$ cat config.mk
export PLATFORM = sky130hd
export DESIGN_NAME = ex_mem_stage
export DESIGN_NICKNAME = d
export VERILOG_FILES = /design/src/rtl/ex_mem_stage.sv
export SDC_FILE = /design/constraint.sdc
export NUM_CORES = 1
export LEC_CHECK = 0
export BUFFER_PORTS_ARGS = -buffer_cell sky130_fd_sc_hd__buf_2
export CAP_MARGIN = 10
export CELL_PAD_IN_SITES_DETAIL_PLACEMENT = 1
export CELL_PAD_IN_SITES_GLOBAL_PLACEMENT = 2
export CORE_MARGIN = 2
export CORE_UTILIZATION = 20
export DETAILED_ROUTE_END_ITERATION = 7
export PLACE_DENSITY = 0.8
export SYNTH_ARGS = -nofsm -noshare
export SYNTH_HDL_FRONTEND = slang
export SYNTH_SLANG_ARGS = --single-unit
$ cat constraint.sdc
create_clock -name Clk -period 1.6 [get_ports Clk]
set_input_delay 0.4 -clock Clk [delete_from_list [all_inputs] [get_ports Clk]]
set_output_delay 0.4 -clock Clk [all_outputs]
set_load 0.1 [all_outputs]
$ cat src/rtl/ex_mem_stage.sv
// ex_mem_stage: EX/MEM pipeline register of the MIPS datapath.
// Registers the ALU result and control bundle for the memory stage, checks
// load/store alignment, builds lane-replicated store data and byte enables,
// and (optionally) resolves conditional branches and raises the upstream flush.
// Optional feature macro: EXMEM_BRANCH_EN enables branch resolution,
// BranchTaken/BranchTarget/FlushOut and the self-squash of the instruction
// following a taken branch. Without it those outputs are tied to 0.
module ex_mem_stage (
  input  logic        Clk,
  input  logic        Reset,
  input  logic        Stall,
  input  logic        Flush,
  input  logic        EX_Valid,
  input  logic [31:0] EX_ALUResult,
  input  logic        EX_Zero,
  input  logic [31:0] EX_WriteData,
  input  logic [4:0]  EX_WriteReg,
  input  logic        EX_RegWrite,
  input  logic        EX_MemRead,
  input  logic        EX_MemWrite,
  input  logic        EX_MemToReg,
  input  logic [1:0]  EX_MemSize,
  input  logic [1:0]  EX_BranchType,
  input  logic [31:0] EX_BranchTarget,
  output logic        MEM_Valid,
  output logic [31:0] MEM_ALUResult,
  output logic [31:0] MEM_StoreData,
  output logic [3:0]  MEM_ByteEn,
  output logic [4:0]  MEM_WriteReg,
  output logic        MEM_RegWrite,
  output logic        MEM_MemRead,
  output logic        MEM_MemWrite,
  output logic        MEM_MemToReg,
  output logic [1:0]  MEM_MemSize,
  output logic        BranchTaken,
  output logic [31:0] BranchTarget,
  output logic        FlushOut,
  output logic        MEM_Misaligned,
  output logic        AlignErr
);

  localparam logic [1:0] SZ_WORD = 2'b00;
  localparam logic [1:0] SZ_HALF = 2'b01;
  localparam logic [1:0] SZ_BYTE = 2'b10;

  localparam logic [1:0] BR_EQ   = 2'b01;
  localparam logic [1:0] BR_NE   = 2'b10;
  localparam logic [1:0] BR_CMP  = 2'b11;

  // Store data replicated into every lane the access may hit; size 11 is a word.
  function automatic logic [31:0] lane_data(input logic [1:0] size,
                                            input logic [31:0] d);
    logic [31:0] r;
    case (size)
      SZ_HALF: r = {d[15:0], d[15:0]};
      SZ_BYTE: r = {4{d[7:0]}};
      default: r = d;
    endcase
    return r;
  endfunction

  // Byte enables selected by access size and the low address bits.
  function automatic logic [3:0] lane_en(input logic [1:0] size,
                                         input logic [1:0] addr);
    logic [3:0] r;
    case (size)
      SZ_HALF: r = addr[1] ? 4'b1100 : 4'b0011;
      SZ_BYTE: r = 4'b0001 << addr;
      default: r = 4'b1111;
    endcase
    return r;
  endfunction

  // Word needs addr 00, half needs an even address, byte is always aligned.
  function automatic logic is_misaligned(input logic [1:0] size,
                                         input logic [1:0] addr);
    logic r;
    case (size)
      SZ_HALF: r = addr[0];
      SZ_BYTE: r = 1'b0;
      default: r = (addr != 2'b00);
    endcase
    return r;
  endfunction

  logic        valid_q,      valid_d;
  logic [31:0] alu_result_q, alu_result_d;
  logic [31:0] store_data_q, store_data_d;
  logic [3:0]  byte_en_q,    byte_en_d;
  logic [4:0]  write_reg_q,  write_reg_d;
  logic        reg_write_q,  reg_write_d;
  logic        mem_read_q,   mem_read_d;
  logic        mem_write_q,  mem_write_d;
  logic        mem_to_reg_q, mem_to_reg_d;
  logic [1:0]  mem_size_q,   mem_size_d;
  logic        misaligned_q, misaligned_d;
  logic        align_err_q,  align_err_d;

  logic        ex_mem_access;
  logic        ex_misaligned;
  logic        ex_taken;
  logic        squash;

`ifdef EXMEM_BRANCH_EN
  logic        branch_taken_q,  branch_taken_d;
  logic [31:0] branch_target_q, branch_target_d;

  // Branch condition from the ALU outputs; the compare types have already
  // folded their sign/zero test into bit 0 of the ALU result.
  always_comb begin
    ex_taken = 1'b0;
    case (EX_BranchType)
      BR_EQ:   ex_taken = EX_Zero;
      BR_NE:   ex_taken = ~EX_Zero;
      BR_CMP:  ex_taken = EX_ALUResult[0];
      default: ex_taken = 1'b0;
    endcase
    ex_taken = ex_taken & EX_Valid;
  end

  // A taken branch in MEM means the instruction now in EX is on the wrong
  // path, so it is discarded regardless of Stall.
  assign squash = Flush | branch_taken_q;
`else
  logic unused_branch_inputs;
  assign unused_branch_inputs = ^{EX_BranchType, EX_BranchTarget, EX_Zero,
                                  BR_EQ, BR_NE, BR_CMP};
  assign ex_taken = 1'b0;
  assign squash   = Flush;
`endif

  // Next-state: squash loads a bubble, stall holds, otherwise capture EX.
  always_comb begin
    ex_mem_access = EX_Valid & (EX_MemRead | EX_MemWrite);
    ex_misaligned = ex_mem_access & is_misaligned(EX_MemSize, EX_ALUResult[1:0]);

    valid_d      = valid_q;
    alu_result_d = alu_result_q;
    store_data_d = store_data_q;
    byte_en_d    = byte_en_q;
    write_reg_d  = write_reg_q;
    reg_write_d  = reg_write_q;
    mem_read_d   = mem_read_q;
    mem_write_d  = mem_write_q;
    mem_to_reg_d = mem_to_reg_q;
    mem_size_d   = mem_size_q;
    misaligned_d = misaligned_q;
    align_err_d  = align_err_q;
`ifdef EXMEM_BRANCH_EN
    branch_taken_d  = branch_taken_q;
    branch_target_d = branch_target_q;
`endif

    if (squash) begin
      valid_d      = 1'b0;
      alu_result_d = '0;
      store_data_d = '0;
      byte_en_d    = '0;
      write_reg_d  = '0;
      reg_write_d  = 1'b0;
      mem_read_d   = 1'b0;
      mem_write_d  = 1'b0;
      mem_to_reg_d = 1'b0;
      mem_size_d   = '0;
      misaligned_d = 1'b0;
`ifdef EXMEM_BRANCH_EN
      branch_taken_d  = 1'b0;
      branch_target_d = '0;
`endif
    end else if (!Stall) begin
      valid_d      = EX_Valid;
      alu_result_d = EX_ALUResult;
      store_data_d = lane_data(EX_MemSize, EX_WriteData);
      byte_en_d    = (ex_mem_access && !ex_misaligned) ?
                     lane_en(EX_MemSize, EX_ALUResult[1:0]) : 4'b0000;
      write_reg_d  = EX_WriteReg;
      reg_write_d  = EX_Valid & EX_RegWrite & ~ex_misaligned;
      mem_read_d   = EX_Valid & EX_MemRead  & ~ex_misaligned;
      mem_write_d  = EX_Valid & EX_MemWrite & ~ex_misaligned;
      mem_to_reg_d = EX_Valid & EX_MemToReg;
      mem_size_d   = EX_MemSize;
      misaligned_d = ex_misaligned;
      align_err_d  = align_err_q | ex_misaligned;
`ifdef EXMEM_BRANCH_EN
      branch_taken_d  = ex_taken;
      branch_target_d = EX_BranchTarget;
`endif
    end
  end

  // Stage registers with synchronous reset to all-zero.
  always_ff @(posedge Clk) begin
    if (Reset) begin
      valid_q      <= 1'b0;
      alu_result_q <= '0;
      store_data_q <= '0;
      byte_en_q    <= '0;
      write_reg_q  <= '0;
      reg_write_q  <= 1'b0;
      mem_read_q   <= 1'b0;
      mem_write_q  <= 1'b0;
      mem_to_reg_q <= 1'b0;
      mem_size_q   <= '0;
      misaligned_q <= 1'b0;
      align_err_q  <= 1'b0;
    end else begin
      valid_q      <= valid_d;
      alu_result_q <= alu_result_d;
      store_data_q <= store_data_d;
      byte_en_q    <= byte_en_d;
      write_reg_q  <= write_reg_d;
      reg_write_q  <= reg_write_d;
      mem_read_q   <= mem_read_d;
      mem_write_q  <= mem_write_d;
      mem_to_reg_q <= mem_to_reg_d;
      mem_size_q   <= mem_size_d;
      misaligned_q <= misaligned_d;
      align_err_q  <= align_err_d;
    end
  end

`ifdef EXMEM_BRANCH_EN
  // Branch decision registers, cleared by reset like the rest of the stage.
  always_ff @(posedge Clk) begin
    if (Reset) begin
      branch_taken_q  <= 1'b0;
      branch_target_q <= '0;
    end else begin
      branch_taken_q  <= branch_taken_d;
      branch_target_q <= branch_target_d;
    end
  end

  assign BranchTaken  = branch_taken_q;
  assign BranchTarget = branch_target_q;
  assign FlushOut     = branch_taken_q;
`else
  assign BranchTaken  = 1'b0;
  assign BranchTarget = '0;
  assign FlushOut     = 1'b0;
`endif

  assign MEM_Valid      = valid_q;
  assign MEM_ALUResult  = alu_result_q;
  assign MEM_StoreData  = store_data_q;
  assign MEM_ByteEn     = byte_en_q;
  assign MEM_WriteReg   = write_reg_q;
  assign MEM_RegWrite   = reg_write_q;
  assign MEM_MemRead    = mem_read_q;
  assign MEM_MemWrite   = mem_write_q;
  assign MEM_MemToReg   = mem_to_reg_q;
  assign MEM_MemSize    = mem_size_q;
  assign MEM_Misaligned = misaligned_q;
  assign AlignErr       = align_err_q;

endmodule
Yosys cells after proc, flatten, opt, wreduce, memory -nomap -nowiden
Index checks and enable logic that the tools add are counted.
Word-level totals
  register bits after elaboration: 82
  logic and storage cells: 39
Operators by class
  eq/ne operators: 2
  shift operators: 1
  multiplexer cells: 5
  bitwise gates (word level): 14
  reductions and logical operators: 5
Operators with widths (number)
  32-bit one-hot mux with 2 select lines: 1
  1-bit bitwise AND: 9
  4-bit 2-to-1 mux: 2
  4-bit one-hot mux with 2 select lines: 1
  1-bit by 2-bit left shift with 4-bit output (first input constant): 1
  1-bit NOT: 3
  2-bit by 1-bit == test with 1-bit output (second input constant): 1
  2-bit == test (second input constant): 1
  1-bit bitwise OR: 2
  1-bit one-hot mux with 2 select lines: 1
  2-bit AND reduction: 1
  2-bit nonzero test: 1
  2-bit OR reduction: 1
  1-bit logical AND: 1
  1-bit logical NOT: 1

Depth between registers and ports, before layout
  depth in word-level cells: 6
  mapped depth: 7
  mapped depth without buffers: 5

Least setup slack after synthesis
OpenSTA, ideal clock, no wires.
  kind: in2reg
  from: input port EX_MemSize[0]
  to: register store_data_q[8] (netlist: MEM_StoreData[8])
  data arrival time: 1.539 ns
  data required time: 1.472 ns
  setup slack: -0.067 ns
  stages: 6
  buffers on the path: 1
  cells stage by stage: inv_1 ha_1 or2_2 clkbuf_1 a221oi_1 nor3_1
Between the ends
  word-level cells in the longest chain between the ends: 2
  elaborated cells between the ends (all ways): 3
RTL lines
  start: declaration: line 22  | input logic [1:0] EX_MemSize,
  2-bit == test or 2-bit by 1-bit == test with 1-bit output (tied branches): line 54  | case (size)
  32-bit one-hot mux with 2 select lines *: line 54
  end signal: assignment: line 209  | store_data_q <= store_data_d;
  end: declaration: line 88  | logic [31:0] store_data_q, store_data_d;
Mark *: on every way between the ends. The rest lies on a longest branch, timed or not.
A chain may end at the register's enable or synchronous reset.

Worst setup path in the final report
  from: register store_data_q[30] (netlist: MEM_StoreData[30])
  to: output port MEM_StoreData[30]
RTL lines
  end: declaration: line 27  | output logic [31:0] MEM_StoreData,
No word-level cell between the ends.

==> results.yml <==
run_status:
  status: "finished clean"
critical_path:
  required_ps: 1200
  slowest_stage: "buf_2"
  cpLargestDelayFamily: "buffers and inverters"
  path_cells: "buf_2"
  crit_path_end_kind: "primary output"
  crit_path_start_kind: "register"
  critPathBufInv: 1
  max_stage_delay_ps: 460
  cp_max_fo: 2
  crit_arrival_ps: 1140
  crit_type: "register to primary output"
yosys:
  ys_ff_latch: 82
  synthXorXnorAreaFrac: 0
  syn_inst: 387
  synth_top_family_by_area: "simple AND/OR/NAND/NOR gates"
  ys_seq_area_frac: 0.455
  synth_cell_types: 30
  ys_warn_count: 0
  synth-simple-area-share: 0.148
  syn_area_per_cell_um2: 9.33
  synth.mux.area_fraction: 0.130
  synth-compound-area-share: 0.132
  synth_adder_area_share: 0.0104
  syn_area_um2: 3610
sta:
  finalCritPeriodShare: 0.964
  rsz0062_at_grt: "no"
  hold_viol_final: 0
  worst_pin_slew_ps: 531
  final.setup_skew_ps: 0
  fmaxAchievable_mhz: 648
  finalWorstPathRequiredPeriod_ps: 1540
  slew_headroom: 0.648
  setup_viol: 0
  maxSlewViolCount: 0
floorplan:
  row_count: 49
  die_area_um2: 19100
  die_y_um: 138
  io_pins: 231
  initial_core_util: 0.202
  die_width_um: 138
  core_area_um2: 17800
finish:
  drive_above_1_share: 0.373
  final_area_um2: 4980
  layout_common_cells: "buf_2, dfxtp_1, nor2_1"
  final_common_cell: "buf_2"
  nFillCells: 2132
  layout.nets: 665
  seqCellArea_um2: 1640
  synthToLayoutAreaGrowth_pct: 37.9
  multi_input_area_um2: 1680
grt:
  grt-ovfl-total: 0
  grt_pass1_wl_mm: 18.5
  grt_pass1_vias: 3333
  grt_max_degree: 53
  track_usage: 0.122
  antenna_found_initial: 2
clock_network:
  tritoncts: "done"
  clockBufferDepth: 2
  numCtsBuffers: 9
  cts_htree_levels: 3
  holdBufCountCts: 0
  clk_root_buffer_cell: "clkbuf_16"
  clk_pin_slew_ps: 60
  clock_latency_ps: 340
  clock_sinks: 82
drt:
  drtAntennaViolNets: 0
  drt_iter0_drc: 66
  via_per_inst: 4.21
  firstDrtPassIters: 4
  vias: 3298
  wl_per_cell_um: 15.0
  drc: 0
  finalWirelength_mm: 11.8
worst_hold_path:
  hp-class: "input pin to register"
pwr:
  finalPower_w: 0.00597
  ir_worst_vdd_v: 0.000476
  p_leak_nw: 2.45
  p_per_area_nw_per_um2: 1200
placed_design:
  dpl_cell_area_um2: 4620
  dp_hpwl_mm: 9.29
  gp_congestion: 0.717
  portBuffers: 161
flow_run:
  drv_cap: 0
==> final timing paths <==
path                           from                 to  slack (ps)  cells after the start
hold / removal                Reset           AlignErr         270                      2
hold reg to reg   MEM_StoreData[27]  MEM_StoreData[27]         470                      2
setup reg to reg   MEM_ALUResult[7]   MEM_ALUResult[7]         900                      2
setup / recovery  MEM_StoreData[30]  MEM_StoreData[30]          60                      1
==> power breakdown <==
part / leakage (nW) / switching (W) / internal [W]
Combinational: 1.63 / 0.00120 / 0.000333
Sequential: 0.668 / 0.0000361 / 0.00211
Clock: 0.159 / 0.000872 / 0.00141
Total: 2.45 / 0.00211 / 0.00386
==> per-stage QoR <==
| step | utilization | hold WS [ps] | instances | worst slack [ps] | TNS (ps) |
|---|---|---|---|---|---|
| floorplan | - | 504 | 420 | -27.5 | -194 |
| global placement | 0.259 | 450 | 765 | -361 | -8670 |
| detailed placement | 0.259 | 460 | 765 | -495 | -10490 |
| CTS | 0.278 | 256 | 781 | 3.92 | 0 |
| global route | 0.279 | 269 | 782 | 9.60 | 0 |
| finish | 0.279 | 274 | 783 | 57.3 | 0 |
==> repair_timing <==
| item | CTS | global route |
|---|---|---|
| buffers inserted | 0 | 0 |
| gates resized for setup | 1 | 5 |
| setup endpoints to repair | 8 | 23 |
==> sequential cells by signal, indices dropped and copies added, names as in the netlist <==
signal / flops
AlignErr: 1
MEM_ALUResult: 32
MEM_ByteEn: 4
MEM_MemRead: 1
MEM_MemSize: 2
MEM_MemToReg: 1
MEM_MemWrite: 1
MEM_Misaligned: 1
MEM_RegWrite: 1
MEM_StoreData: 32
MEM_Valid: 1
MEM_WriteReg: 5
==> kinds of logic (layout without fill, tap and decap cells) <==
kind of cell / Yosys count / count (layout)
other cells: 1 / 36
mux: 47 / 47
fa+ha+maj: 3 / 3
flops: 82 / 82
buf+inv: 77 / 209
simple gates: 115 / 115
compound gates: 62 / 62
==> cell usage after synthesis, drive strengths merged <==
cell type / n / area [um2]
a221oi: 26 / 228
mux2i: 47 / 470
o32ai: 4 / 35.0
o21ai: 1 / 5.00
nand2: 16 / 60.1
inv: 12 / 45.0
o21bai: 1 / 7.51
a21o: 1 / 7.51
or3: 2 / 12.5
or2: 3 / 18.8
o211ai: 2 / 15.0
o22ai: 2 / 12.5
nor2: 51 / 191
buf: 50 / 344
nor3: 16 / 80.1
dfxtp: 82 / 1640
a21oi: 15 / 78.8
conb: 1 / 3.75
ha: 3 / 37.5
a22oi: 1 / 7.51
and2b: 3 / 22.5
clkbuf: 15 / 57.6
o311ai: 1 / 8.76
nor2b: 24 / 150
a211o: 8 / 70.1
==> layout make-up <==
class                      instances  area share
inverter                          12     0.00905
clock inverter                     6      0.0181
antenna                            2     0.00101
tap                              229      0.0576
multi-input combinational        261       0.337
timing repair buffer             181       0.200
sequential                        82       0.330
clock buffer                      10      0.0480
==> routing by layer <==
metal	vias up	GRT usage	share of wire
met5	-	0	0
met4	0	0.0467	0.016
met3	13	0.0440	0.075
met2	119	0.205	0.49
met1	1576	0.143	0.42
li1	1590	-	-
(Power assumes the default switching activity.)
